==> config.mk <==
export PLATFORM = sky130hd
export DESIGN_NAME = vocab_scan_ctrl
export DESIGN_NICKNAME = d
export VERILOG_FILES = /design/src/rtl/vocab_scan_ctrl.sv
export SDC_FILE = /design/constraint.sdc
export NUM_CORES = 1
export LEC_CHECK = 0
export BUFFER_PORTS_ARGS = -buffer_cell sky130_fd_sc_hd__buf_2
export CAP_MARGIN = 20
export CORE_ASPECT_RATIO = 0.5
export CORE_MARGIN = 4
export CORE_UTILIZATION = 52
export CTS_CLUSTER_DIAMETER = 100
export CTS_CLUSTER_SIZE = 28
export DETAILED_ROUTE_END_ITERATION = 8
export HOLD_SLACK_MARGIN = 0.1
export PLACE_DENSITY = 0.79
export SYNTH_ARGS = -nofsm -noshare
export SYNTH_HDL_FRONTEND = slang
export SYNTH_SLANG_ARGS = --single-unit
==> constraint.sdc <==
create_clock -name clk -period 2.4 [get_ports clk]
set_clock_uncertainty 0.15 [all_clocks]
set_input_delay 0.12 -clock clk [delete_from_list [all_inputs] [get_ports clk]]
set_output_delay 0.12 -clock clk [all_outputs]
set_load 0.01 [all_outputs]
==> src/rtl/vocab_scan_ctrl.sv <==
// Vocabulary scan sequencer: walks an address window, reads each entry,
// and reports hit / null-entry / exhausted through a response handshake.
module vocab_scan_ctrl #(
  parameter int unsigned ADDR_WIDTH  = 4,
  parameter int unsigned WORD_LENGTH = 3,
  parameter int unsigned DATA_WIDTH  = 8
) (
  input  logic                                clk,
  input  logic                                rst_n,
  input  logic                                req_valid,
  output logic                                req_ready,
  input  logic [WORD_LENGTH*DATA_WIDTH-1:0]   req_word,
  input  logic [ADDR_WIDTH-1:0]               start_addr,
  input  logic [ADDR_WIDTH-1:0]               end_addr,
  output logic                                mem_en,
  output logic [ADDR_WIDTH-1:0]               mem_addr,
  input  logic [WORD_LENGTH*DATA_WIDTH-1:0]   mem_rdata,
  output logic                                rsp_valid,
  input  logic                                rsp_ready,
  output logic                                rsp_hit,
  output logic                                rsp_null,
  output logic [ADDR_WIDTH-1:0]               rsp_index,
  output logic [ADDR_WIDTH:0]                 rsp_count
);

  localparam int unsigned AW = ADDR_WIDTH;
  localparam int unsigned CW = ADDR_WIDTH + 1;
  localparam int unsigned WW = WORD_LENGTH * DATA_WIDTH;

  localparam logic [1:0] IDLE = 2'd0;
  localparam logic [1:0] READ = 2'd1;
  localparam logic [1:0] CMP  = 2'd2;
  localparam logic [1:0] RESP = 2'd3;

  logic [1:0]    state, nxt_state;
  logic [WW-1:0] word_q, nxt_word;
  logic [AW-1:0] end_q, nxt_end;
  logic [AW-1:0] curr_q, nxt_curr;
  logic [CW-1:0] count_q, nxt_count;
  logic          nxt_req_ready;
  logic          nxt_mem_en;
  logic [AW-1:0] nxt_mem_addr;
  logic          nxt_rsp_valid;
  logic          nxt_rsp_hit;
  logic          nxt_rsp_null;
  logic [AW-1:0] nxt_rsp_index;
  logic [CW-1:0] nxt_rsp_count;
  logic [CW-1:0] count_inc;
  logic [AW-1:0] curr_inc;

  assign count_inc = count_q + CW'(1);
  assign curr_inc  = curr_q + AW'(1);

  // State and registered outputs
  always_ff @(posedge clk or negedge rst_n) begin
    if (!rst_n) begin
      state     <= IDLE;
      word_q    <= '0;
      end_q     <= '0;
      curr_q    <= '0;
      count_q   <= '0;
      req_ready <= 1'b1;
      mem_en    <= 1'b0;
      mem_addr  <= '0;
      rsp_valid <= 1'b0;
      rsp_hit   <= 1'b0;
      rsp_null  <= 1'b0;
      rsp_index <= '0;
      rsp_count <= '0;
    end else begin
      state     <= nxt_state;
      word_q    <= nxt_word;
      end_q     <= nxt_end;
      curr_q    <= nxt_curr;
      count_q   <= nxt_count;
      req_ready <= nxt_req_ready;
      mem_en    <= nxt_mem_en;
      mem_addr  <= nxt_mem_addr;
      rsp_valid <= nxt_rsp_valid;
      rsp_hit   <= nxt_rsp_hit;
      rsp_null  <= nxt_rsp_null;
      rsp_index <= nxt_rsp_index;
      rsp_count <= nxt_rsp_count;
    end
  end

  // Next-state and next-output logic; response fields only change on RESP entry
  always_comb begin
    nxt_state     = state;
    nxt_word      = word_q;
    nxt_end       = end_q;
    nxt_curr      = curr_q;
    nxt_count     = count_q;
    nxt_mem_en    = 1'b0;
    nxt_mem_addr  = mem_addr;
    nxt_rsp_valid = rsp_valid;
    nxt_rsp_hit   = rsp_hit;
    nxt_rsp_null  = rsp_null;
    nxt_rsp_index = rsp_index;
    nxt_rsp_count = rsp_count;

    case (state)
      IDLE: begin
        if (req_valid) begin
          nxt_word  = req_word;
          nxt_end   = end_addr;
          nxt_curr  = start_addr;
          nxt_count = '0;
          if (req_word == '0) begin
            nxt_state     = RESP;
            nxt_rsp_valid = 1'b1;
            nxt_rsp_hit   = 1'b0;
            nxt_rsp_null  = 1'b0;
            nxt_rsp_index = start_addr;
            nxt_rsp_count = '0;
          end else begin
            nxt_state    = READ;
            nxt_mem_en   = 1'b1;
            nxt_mem_addr = start_addr;
          end
        end
      end
      READ: begin
        nxt_state = CMP;
      end
      CMP: begin
        nxt_count = count_inc;
        if (mem_rdata == word_q || mem_rdata == '0 || curr_q == end_q) begin
          nxt_state     = RESP;
          nxt_rsp_valid = 1'b1;
          nxt_rsp_hit   = (mem_rdata == word_q);
          nxt_rsp_null  = (mem_rdata != word_q) && (mem_rdata == '0);
          nxt_rsp_index = curr_q;
          nxt_rsp_count = count_inc;
        end else begin
          nxt_state    = READ;
          nxt_curr     = curr_inc;
          nxt_mem_en   = 1'b1;
          nxt_mem_addr = curr_inc;
        end
      end
      RESP: begin
        if (rsp_ready) begin
          nxt_state     = IDLE;
          nxt_rsp_valid = 1'b0;
        end
      end
      default: begin
        nxt_state = IDLE;
      end
    endcase

    nxt_req_ready = (nxt_state == IDLE);
  end

endmodule
Yosys cells after proc, flatten, opt, wreduce, memory -nomap -nowiden
Cells that the tools add are included.

$add $sub $neg: 2. $lt $le $gt $ge: 0. Bitwise gates (word level): 0. Divide/modulo/power cells: 0. Multiply operators: 0. Equal/unequal tests: 12. Shifts and indexed selects: 0. Reductions and logical operators: 15. Multiplexer cells: 36.

Operator list (number): $logic_not A24 Y1 (2); $mux W4 (7); $eq A24 B24 Y1 (1); $ne A24 B24 Y1 (1); $pmux W4 S2 (3); $mux W5 (4); $pmux W5 S2 (2); $ne A2 B2 Y1 const B (6); $mux W1 (11); $mux W2 (4); $pmux W2 S4 (1); $reduce_and A4 Y1 (2); $pmux W1 S2 (3); $add A5 B1 Y5 const B (1); $reduce_and A5 Y1 (1); $add A4 B1 Y4 const B (1); $eq A2 B2 Y1 const B (2); $eq A4 B4 Y1 (1); $logic_not A2 Y1 (2); $reduce_and A2 Y1 (2); $pmux W1 S3 (1); $reduce_and A3 Y1 (1); $reduce_bool A3 Y1 (1); $eq A2 B1 Y1 const B (1); 3 further kinds (4).

Memories kept: 0. Word-level logic and storage cells: 78. Memory bits (read-only): 0. Bits in registers: 57. Output and inout port bits: 18. Latch bits: 0. Memory bits (writable): 0. Input port bits: 60.

Depth between registers and ports, before layout
Gate-level depths: netlist (run 1).

Depth after elaboration: 6. Depth in mapped cells: 7. Gate-level depth less buffers: 6.

Least setup slack after synthesis (run 1)
No wires, ideal clock.

Path kind: register to register. Start: register word_q[15]. End: register mem_addr[2]. Slack: 0.364 ns. Clock period less this slack: 2.036 ns. Path buffers: 0. Arrival time: 1.761 ns. Library setup time: 0.125 ns. Stages on the path, launching flop included: 7. Data required time: 2.125 ns. Cells stage by stage: dfrtp_1 -> xnor2_1 -> nand4_1 -> nor4_4 -> nand2_4 -> a21o_4 -> mux2_4.

Word-level cells in the longest chain between the ends: 5.

RTL lines: start, declared (RTL line 36) `logic [WW-1:0] word_q, nxt_word;`; start signal, assigned (RTL line 72) `word_q <= nxt_word;`; $eq A24 B24 Y1 (RTL line 128) `if (mem_rdata == word_q || mem_rdata == '0 || curr_q == end_q) begin`; $logic_or A1 B1 Y1 (2 in series) (RTL line 128); $ne A2 B2 Y1 (no line); $reduce_and A4 Y1 (no line); end signal, assigned (RTL line 78) `mem_addr <= nxt_mem_addr;`; end, declared (RTL line 16) `output logic [ADDR_WIDTH-1:0] mem_addr,`.

No other way between the ends. A chain may end at the register's enable or synchronous reset.

Final worst setup path (run 1)
Start: input port req_word[12]. End: register rsp_index[3].

Word-level cells in the longest chain between the ends: 3.

RTL lines: start, declared (RTL line 12) `input logic [WORD_LENGTH*DATA_WIDTH-1:0] req_word,`; $logic_not A24 Y1 (RTL line 109) `if (req_word == '0) begin`; $ne A2 B2 Y1 (no line); $reduce_and A4 Y1 (no line); end signal, assigned (RTL line 82) `rsp_index <= nxt_rsp_index;`; end, declared (RTL line 22) `output logic [ADDR_WIDTH-1:0] rsp_index,`.

No other way between the ends.

==> results of run 1 <==
## cells in the final DEF (no fill, tap or decap), drive strengths merged, types with 4 or more instances in the layout
cell type    Yosys  final
nand3           10     10
xor2             4      4
xnor2           29     29
o21ai            9      9
nor2            18     18
a21o             5      5
nand4            8      8
o211a            4      4
dlygate4sd3      0     34
buf              2     86
dfrtp           56     56
clkbuf           4     13
nand2           13     13
a21oi            4      4
nor4            11     11
mux2            32     32
## final cells by class
class                           count  share of cell area
Inverter                            3             0.00288
Clock buffer                       13              0.0381
Sequential cell                    57               0.365
Multi-Input combinational cell    181               0.359
Timing Repair Buffer              120               0.203
Clock inverter                      3              0.0102
Tap cell                           70              0.0224
## how the worst max path moves through the flow
stage,startpoint,end,slack [ns],cells after the start
floorplan,word_q[15],mem_addr[2],0.36,6
global placement,mem_rdata[5],curr_q[3],0.32,6
detailed placement,word_q[6],curr_q[2],0.28,6
CTS,req_word[13],rsp_index[2],0.16,8
global route,req_word[12],rsp_index[0],0.06,8
finish,req_word[12],rsp_index[3],0.13,8
## sequential cells by signal, indices dropped and copies added (netlist names), 2 cells and up
signal and cells:
curr_q 4, rsp_count 5, count_q 5, end_q 4, mem_addr 4, word_q 24
state 2, rsp_index 4
## stage by stage
step / util / total power [uW] / instance area [um^2]
detailed placement: 0.661 / 3620 / 3380
global route: 0.765 / 4850 / 3910
finish: 0.765 / 4560 / 3910
CTS: 0.764 / 4550 / 3910
global placement: 0.661 / 3540 / 3380
floorplan: - / 3050 / 2860
## kinds of logic (layout without fill, tap and decap cells)
kind of cell,after synthesis,after routing,synth area share
and+or+nand+nor,73,73,0.138
DFF,57,57,0.499
AOI/OAI and AO/OA,41,41,0.112
xor gates and xnor gates,33,33,0.101
muxes,32,32,0.129
buffers and inverters,9,139,0.0127
adders and majority gates,2,2,0.00874
## per-layer routing
metal,routed length [um],track usage,share of wire
met4,102,0.0856,0.014
met2,3770,0.412,0.51
met1,3080,0.272,0.42
met5,0,0,0
met3,448,0.0697,0.061
## report_power, final
part / switching, uW / internal [uW] / total [uW]
clock network: 360 / 505 / 865
registers: 354 / 1420 / 1770
logic: 901 / 1020 / 1920
## worst min-delay path, delay by kind of cell
family,cells,cell delay (ns)
compound gates,2,0.32
buf+inv,1,0.08
simple gates,1,0.05
## timing repair
item | 4_1_cts | 5_1_grt
hold buffers | 34 | 0
endpoints found under the hold margin | 65 | 0
endpoints found under the setup margin | 0 | 4
gates resized for setup | 0 | 1
buffers inserted | 0 | 0
==> metrics, run 1 <==
Most used DFF post-synth dfrtp_1; worst flop-to-flop path startpoint word_q[6]; Max Cap Viol 0; Num CTS Buffers 9; vias in the first global route approximately 2500; Worst Path Buf+Inv 2; reg2reg path depth 6; kind of cell adding the most delay to the critical path simple AND/OR/NAND/NOR gates; worst skew pair latency 0.34 ns; final setup fails 0; Worst-Margin Slew between 0.7 and 0.8 ns; final antenna-violating net count 0; number of antenna violations at the first check in global routing 0; gr usage total 0.231; chip height roughly 60 um; CTS tree built; Clock Tree Root clkbuf_8; LEAKAGE 0.00179 uW; final wirelength between 7 and 8 mm; critical path, cell by cell dlygate4sd3_1 -> buf_2 -> nor4_1 -> nand4_1 -> o31ai_2 -> nor2b_1 -> o21ai_0 -> o211a_1; critical path launch point type input pin; Ys Warns 0; Die Area between 6000 and 7000 um^2; Slew Limit Fails 0; worst-path fanout max 5; worst path arrival time 2.34 ns; # H-tree levels 3; Vias/cell approximately 5.5; leading area contributor after synthesis dfrtp_1; WP data required about 2.5 ns; Fmax achieved approximately 0.44 GHz; Hold Slack 0.120 ns; clk sinks 57; Post-synth EDFFs 0; die width approximately 110 um; unrepaired setup endpoints after global routing false; grt ovf 0; hold violation count in the final report 0; final worst setup slack between 0.1 and 0.15 ns; final period demand of the worst path between 2 and 2.5 ns; synthesized instance count around 250; Syn Nets between 300 and 400; port buffer count 77; via count approximately 2500; synth top area cells dfrtp_1 49%, mux2_2 12%, xnor2_1 8.9%, nor2_1 2.4%, nor4_1 2.2%; HP Class input pin to flip-flop; Slew HR 0.512; Layout area overhead 36.7%; Nets 434; sequential area share after synthesis 0.499; Post-synth ARST share 1.00; DP HPWL about 5.3 mm; Clock Tree Buf Depth 2; Initial Util 0.560; fill count approximately 320; IO Count 78; Pre-Repair DR Iteration Count 4; Synth top cells by count 56 x dfrtp_1, 30 x mux2_2, 29 x xnor2_1; R2R setup slack between 0.2 and 0.25 ns; PD cells 1170 nW/um^2; Hold Path Origin start_addr[2]; multi-input logic area ~1400 um^2; Final GP Congestion about 0.86; Placed Cells ~400; hold path depth 4; dpl ws roughly 0.28 ns; WHS Endpoint rsp_index[2]; layout cell share with drive strength beyond 1 0.379; detailed-route wire length per cell ~17 um; Slowest-stage cell, CP dlygate4sd3_1; period utilization 0.947; worst stage delay on the critical path roughly 0.54 ns; critical path type input pin to flip-flop; Max IR drop VDD ~0.00066 V; Fin Setup TNS 0 ns; Synth Area per Inst 11.6 um^2; number of synthesized register bits 57; number of remaining DRC errors 0; initial DRC count between 150 and 200; register area roughly 1400 um^2; Worst-path clk slew 0.06 ns; post-synth top area share 0.490; Critical R2R Capture curr_q[2]; largest net degree at the start of global routing 34; Core Region slightly above 5000 um^2; FP Rows 18; run status finished clean; Finished Layout Cells 447; CP Capture Type flip-flop; Mapped Area around 2900 um^2; most frequent cell after synthesis dfrtp_1; Yosys cell types between 40 and 50; Antenna Cells 0; first-pass GRT wire length 12.1 mm
Note: power is estimated with default switching activity, not from simulation.
==> inputs of run 2 (changes only) <==
--- a/config.mk
+++ b/config.mk
@@ -9,12 +9,13 @@
 export CAP_MARGIN = 20
 export CORE_ASPECT_RATIO = 0.5
 export CORE_MARGIN = 4
-export CORE_UTILIZATION = 52
+export CORE_UTILIZATION = 47
 export CTS_CLUSTER_DIAMETER = 100
 export CTS_CLUSTER_SIZE = 28
 export DETAILED_ROUTE_END_ITERATION = 8
 export HOLD_SLACK_MARGIN = 0.1
-export PLACE_DENSITY = 0.79
+export PLACE_DENSITY = 0.76
+export SLEW_MARGIN = 20
 export SYNTH_ARGS = -nofsm -noshare
 export SYNTH_HDL_FRONTEND = slang
 export SYNTH_SLANG_ARGS = --single-unit
==> constraint.sdc (replaced) <==
create_clock -name clk -period 2 [get_ports clk]
set_clock_uncertainty 0.15 [all_clocks]
set_input_delay 0.1 -clock clk [delete_from_list [all_inputs] [get_ports clk]]
set_output_delay 0.1 -clock clk [all_outputs]
set_load 0.01 [all_outputs]
==> run 2 against run 1 <==
- the flow now finishes with violations (negative setup slack)
- largest cell class is now multi-input combinational cells
- sequential cell count unchanged
- non-clock buffer count up 13
- first-iteration DRC count up 70%
- critical path type is now flip-flop to flip-flop
- total power up 42%
==> metrics, run 2 (same netlist as run 1, synthesis figures left out) <==
run status finished with violations; failing checks negative setup slack; hold path depth 4 (unchanged); initial DRC count 258 (+70%); # H-tree levels 3 (unchanged); final setup fails 14 (+14); number of remaining DRC errors 0 (unchanged); LEAKAGE 0.00195 uW (+9.3%); Slew HR 0.513 (+0.00137); PD cells 1530 nW/um^2 (+31%); detailed-route wire length per cell 18.4 um (+11%); largest registers word_q x24, count_q x5, rsp_count x5; clk sinks 57 (unchanged); WP data required 2.06 ns (-0.41 ns); worst stage delay on the critical path 0.41 ns (-0.13 ns); critical path launch point type flip-flop; Slew Limit Fails 0 (unchanged); layout cell share with drive strength beyond 1 0.431 (+0.0515); dpl ws -0.172 ns (-0.451 ns); critical path type flip-flop to flip-flop; Slowest-stage cell, CP dfrtp_1; kind of cell adding the most delay to the critical path simple AND/OR/NAND/NOR gates; vias in the first global route 2723 (+6.9%); Hold Path Origin start_addr[3]; Fmax achieved just under 0.5 GHz; largest net degree at the start of global routing 58 (+71%); Vias/cell 5.71 (+3.5%); Worst-path clk slew 0.05 ns (about the same); chip height 63.2 um (+4.5%); Antenna Cells 0 (unchanged); WHS Endpoint mem_addr[3]; worst path arrival time 2.14 ns (-0.20 ns); Worst-Margin Slew 0.730 ns (-0.00206 ns); DP HPWL 5.53 mm (+5.3%); Initial Util 0.504 (-0.0561); Reg with most FFs word_q; Max IR drop VDD 0.000799 V (+21%); worst flop-to-flop path startpoint word_q[11]; HP Class input pin to flip-flop; Nets 447 (+3.0%); R2R setup slack -0.08 ns (-0.31 ns); Num CTS Buffers 9 (unchanged); Critical R2R Capture mem_addr[3]; Worst Path Buf+Inv 0 (-2); Core Region 5680 um^2 (+11%); final wirelength 8.54 mm (+15%); final period demand of the worst path 2.08 ns; IO Count 78 (unchanged); via count 2646 (+7.2%); Max Cap Viol 0 (unchanged); port buffer count 77 (unchanged); Final GP Congestion 0.849 (-1.3%); reg2reg path depth 6 (unchanged); Layout area overhead 48.5%; unrepaired setup endpoints after global routing true; period utilization 1.04; CP Capture Type flip-flop; worst-path fanout max 7 (+2); commonest non-fill, non-tap cell in the layout buf_2; Pre-Repair DR Iteration Count 5 (+1); number of antenna violations at the first check in global routing 0 (unchanged); die width 118 um (+4.8%); final worst setup slack -0.0822 ns (-0.210 ns); FP Rows 19 (+1); first-pass GRT wire length 13.5 mm (+12%); grt ovf 0 (unchanged); CTS tree built; gr usage total 0.226 (-0.00487); Die Area 7480 um^2 (+9.5%); Clock Tree Root clkbuf_16; most frequent cells in the layout 77 x buf_2, 56 x dfrtp_1, 35 x dlygate4sd3_1, 28 x mux2_2, 26 x xnor2_1; Clock Tree Buf Depth 2 (unchanged); hold violation count in the final report 0 (unchanged); critical path, cell by cell xnor2_2 -> nand4_1 -> nor4_4 -> nand2_4 -> a21o_4 -> mux2_4; number of flip-flops in the largest register 24 (unchanged); final antenna-violating net count 0 (unchanged); Finished Core Util 0.748 (-0.0170); worst skew pair latency 0.32 ns (-0.02 ns)
[run 2: worst reg2reg max path: cells and delay by family, from the launching register on]
kind            cells  cell delay (ns)
compound gates      1             0.26
flops               1             0.41
simple gates        3             0.68
mux                 1             0.29
xor+xnor            1             0.18
[run 2: routing by layer]
metal	vias up	GRT usage	wire length (um)
met4	0	0.0759	229
met3	26	0.0599	592
met5	-	0	0
li1	1190	-	-
met1	1297	0.265	3480
met2	133	0.404	4230
[run 2: per-stage QoR]
| step | setup TNS, ns | instances | cell area, um^2 | hold slack (ns) | power, uW |
|---|---|---|---|---|---|
| 5_1_grt | -1.72 | 463 | 4250 | 0.155 | 6810 |
| 3_3_place_gp | -0.671 | 408 | 3440 | 0.121 | 4360 |
| 6_report | -0.551 | 463 | 4250 | 0.168 | 6480 |
| 4_1_cts | -0.0884 | 461 | 4150 | 0.138 | 6230 |
| 3_5_place_dp | -1.49 | 408 | 3440 | 0.128 | 4470 |
| 2_1_floorplan | -0.0999 | 247 | 2860 | -0.346 | 3660 |
[run 2: how the worst max path moves through the flow]
| stage | startpoint | endpoint | slack (ns) | cells after the start |
|---|---|---|---|---|
| final | word_q[11] | mem_addr[3] | -0.08 | 6 |
| after global routing | req_word[4] | rsp_count[4] | -0.14 | 8 |
| after CTS | word_q[6] | mem_addr[2] | -0.04 | 6 |
| after detailed placement | word_q[11] | curr_q[3] | -0.17 | 6 |
| after global placement | word_q[11] | mem_addr[2] | -0.10 | 6 |
| after floorplan | word_q[21] | mem_addr[2] | -0.03 | 6 |
[run 2: cell type report]
type	instances	area (um^2)
tap	73	91.3
clock inverter	2	35.0
sequential	57	1430
clock buffer	14	274
fill	350	1430
multi-input combinational	181	1510
timing repair buffer	133	901
inverter	3	11.3
[run 2: where the power goes]
part           internal, uW  leakage (uW)  switching (uW)
clock                  1060      0.000153             501
sequential             1700      0.000688             399
combinational          1480       0.00111            1330
total                  4250       0.00195            2230
[run 2: repair_timing]
item / 4_1_cts / 5_1_grt
endpoints found under the setup margin: 19 / 49
resized for setup: 7 / 16
setup buffers: 2 / 2
pin swaps: 8 / 7
hold buffers: 35 / 0
endpoints found under the hold margin: 92 / 0
==> inputs of run 3 (changes only) <==
--- a/config.mk
+++ b/config.mk
@@ -7,14 +7,16 @@
 export LEC_CHECK = 0
 export BUFFER_PORTS_ARGS = -buffer_cell sky130_fd_sc_hd__buf_2
 export CAP_MARGIN = 20
+export CELL_PAD_IN_SITES_DETAIL_PLACEMENT = 0
+export CELL_PAD_IN_SITES_GLOBAL_PLACEMENT = 1
 export CORE_ASPECT_RATIO = 0.5
 export CORE_MARGIN = 4
-export CORE_UTILIZATION = 47
+export CORE_UTILIZATION = 37
 export CTS_CLUSTER_DIAMETER = 100
 export CTS_CLUSTER_SIZE = 28
 export DETAILED_ROUTE_END_ITERATION = 8
 export HOLD_SLACK_MARGIN = 0.1
-export PLACE_DENSITY = 0.76
+export PLACE_DENSITY_LB_ADDON = 0.1
 export SLEW_MARGIN = 20
 export SYNTH_ARGS = -nofsm -noshare
 export SYNTH_HDL_FRONTEND = slang
==> run 3 against run 2 <==
- the flow still finishes with violations (negative setup slack)
- critical path depth is the same
- final cell count grew 7.3%
- first-iteration DRC count shrank 79%
- largest cell class unchanged
- highest routed layer unchanged
==> metrics, run 3 (same netlist as run 1, synthesis figures left out) <==
run status finished with violations; failing checks negative setup slack; initial DRC count 55 (-79%); total power 6150 uW (-5.1%); port buffer count 77 (unchanged); largest net degree at the start of global routing 26 (-55%); worst flop-to-flop path startpoint word_q[21]; HP Class input pin to asynchronous set/reset pin; chip height 70.2 um (+11%); CP Launch Point word_q[21]; M3 GR Usage 0.0655 (+0.00559); final antenna-violating net count 0 (unchanged); grt met2 use 0.293 (-0.111); kind of cell adding the most delay to the critical path simple AND/OR/NAND/NOR gates; Stages on worst setup path 6 (unchanged); Max Cap Viol 0 (unchanged); Nets 458 (+2.5%); Worst-path clk slew 0.05 ns (about the same); layout cell share with drive strength beyond 1 0.429 (-0.00184); Pre-Repair DR Iteration Count 4 (-1); via count 2521 (-4.7%); number of remaining DRC errors 0 (unchanged); die width 132 um (+12%); worst stage delay on the critical path 0.39 ns (-0.02 ns); Worst-Margin Slew 0.459 ns (-0.271 ns); Num CTS Buffers 9 (unchanged); Clock Tree Buf Depth 2 (unchanged); final setup fails 7 (-7); Reg with most FFs word_q; clk sinks 57 (unchanged); unrepaired setup endpoints after global routing true; Fin Setup TNS -0.212 ns (+0.338 ns); Die Area 9290 um^2 (+24%); worst path arrival time 2.12 ns (-0.02 ns); Slew HR 0.694 (+0.181); grt ovf 0 (unchanged); Initial Util 0.385 (-0.119); Fmax achieved 0.485 GHz (+1.0%); commonest non-fill, non-tap cell in the layout buf_2; number of antenna violations at the first check in global routing 0 (unchanged); CP Capture Type flip-flop; worst skew pair latency 0.33 ns (about the same); FP Rows 22 (+3); LEAKAGE 0.00198 uW (+1.1%); WP data required 2.06 ns (about the same); final period demand of the worst path 2.06 ns (-0.0210 ns); first-pass GRT wire length 13.3 mm (-1.6%); gr busiest metal met2; Core Region 7430 um^2 (+31%); Worst Setup EP mem_addr[2]; reg2reg path depth 6 (unchanged); period utilization 1.03 (-0.0105); Clock Tree Root clkbuf_16; met1 usage 0.228 (-0.0368); CTS tree built; final worst setup slack -0.0612 ns (+0.0210 ns); R2R setup slack -0.06 ns (+0.02 ns); critical path launch point type flip-flop; # H-tree levels 3 (unchanged); gr usage total 0.182 (-0.0439); Slew Limit Fails 0 (unchanged); critical path type flip-flop to flip-flop; Worst Path Buf+Inv 0 (unchanged); Vias/cell 5.07 (-11%); DP HPWL 5.92 mm (+7.2%); Max IR drop VDD 0.000644 V (-19%); final wirelength 7.89 mm (-7.6%); Critical R2R Capture mem_addr[2]; Hold Slack 0.116 ns (-0.0519 ns); largest registers word_q x24, count_q x5, rsp_count x5; Slowest-stage cell, CP nor4_4; vias in the first global route 2727 (+0.15%); worst-path fanout max 7 (unchanged); critical path, cell by cell xnor2_1 -> nand4_1 -> nor4_4 -> nand2_4 -> a21o_4 -> mux2_4; number of flip-flops in the largest register 24 (unchanged); most frequent cells in the layout 77 x buf_2, 56 x dfrtp_1, 36 x dlygate4sd3_1, 31 x buf_4; PD cells 1430 nW/um^2 (-6.1%); fill count 657 (+88%); Layout area overhead 50.1%; Final GP Congestion 0.811 (-4.5%); IO Count 78 (unchanged); hold violation count in the final report 0 (unchanged); Antenna Cells 0 (unchanged); detailed-route wire length per cell 15.9 um (-14%)
[run 3: final cells by class]
cell class              count  area, um^2  area share
flip-flops and latches     57        1430       0.332
multi-input cells         181        1480       0.345
repair buffers            144         978       0.228
inverters                   3        11.3     0.00262
clock buffers              13         260      0.0606
well taps                  96         120      0.0280
clock inverters             3        15.0     0.00350
[run 3: worst min-delay path by stage]
stage	to	slack, ns	start
5_1_grt	curr_q[2]	0.17	rst_n
4_1_cts	end_q[0]	0.13	rst_n
3_3_place_gp	rsp_count[0]	-0.07	rst_n
3_5_place_dp	rsp_count[0]	-0.07	rst_n
6_report	curr_q[2]	0.12	rst_n
2_1_floorplan	count_q[0]	-0.35	rst_n
[run 3: per-stage QoR]
step / worst slack, ns / util / instances / instance area (um^2)
3_5_place_dp: -0.0952 / 0.479 / 443 / 3560
3_3_place_gp: -0.0895 / 0.479 / 443 / 3560
6_report: -0.0612 / 0.578 / 497 / 4300
4_1_cts: -0.0810 / 0.571 / 496 / 4250
5_1_grt: -0.181 / 0.578 / 497 / 4300
2_1_floorplan: -0.0335 / - / 247 / 2860
[run 3: layer usage]
metal,wire length (um),share of wire
met1,3610,0.46
met2,3720,0.47
met3,448,0.057
met4,102,0.013
met5,0,0
[run 3: report_power, final]
group          leakage [uW]  switching [uW]  internal (uW)
Sequential         0.000688             354           1700
Clock              0.000139             504            897
Combinational       0.00115            1230           1470
[run 3: repair_timing]
item / 4_1_cts / 5_1_grt
setup endpoints to repair: 13 / 22
endpoints found under the hold margin: 94 / 0
pin swaps: 8 / 2
setup buffers: 1 / 3
resized for setup: 8 / 7
hold buffers: 36 / 0
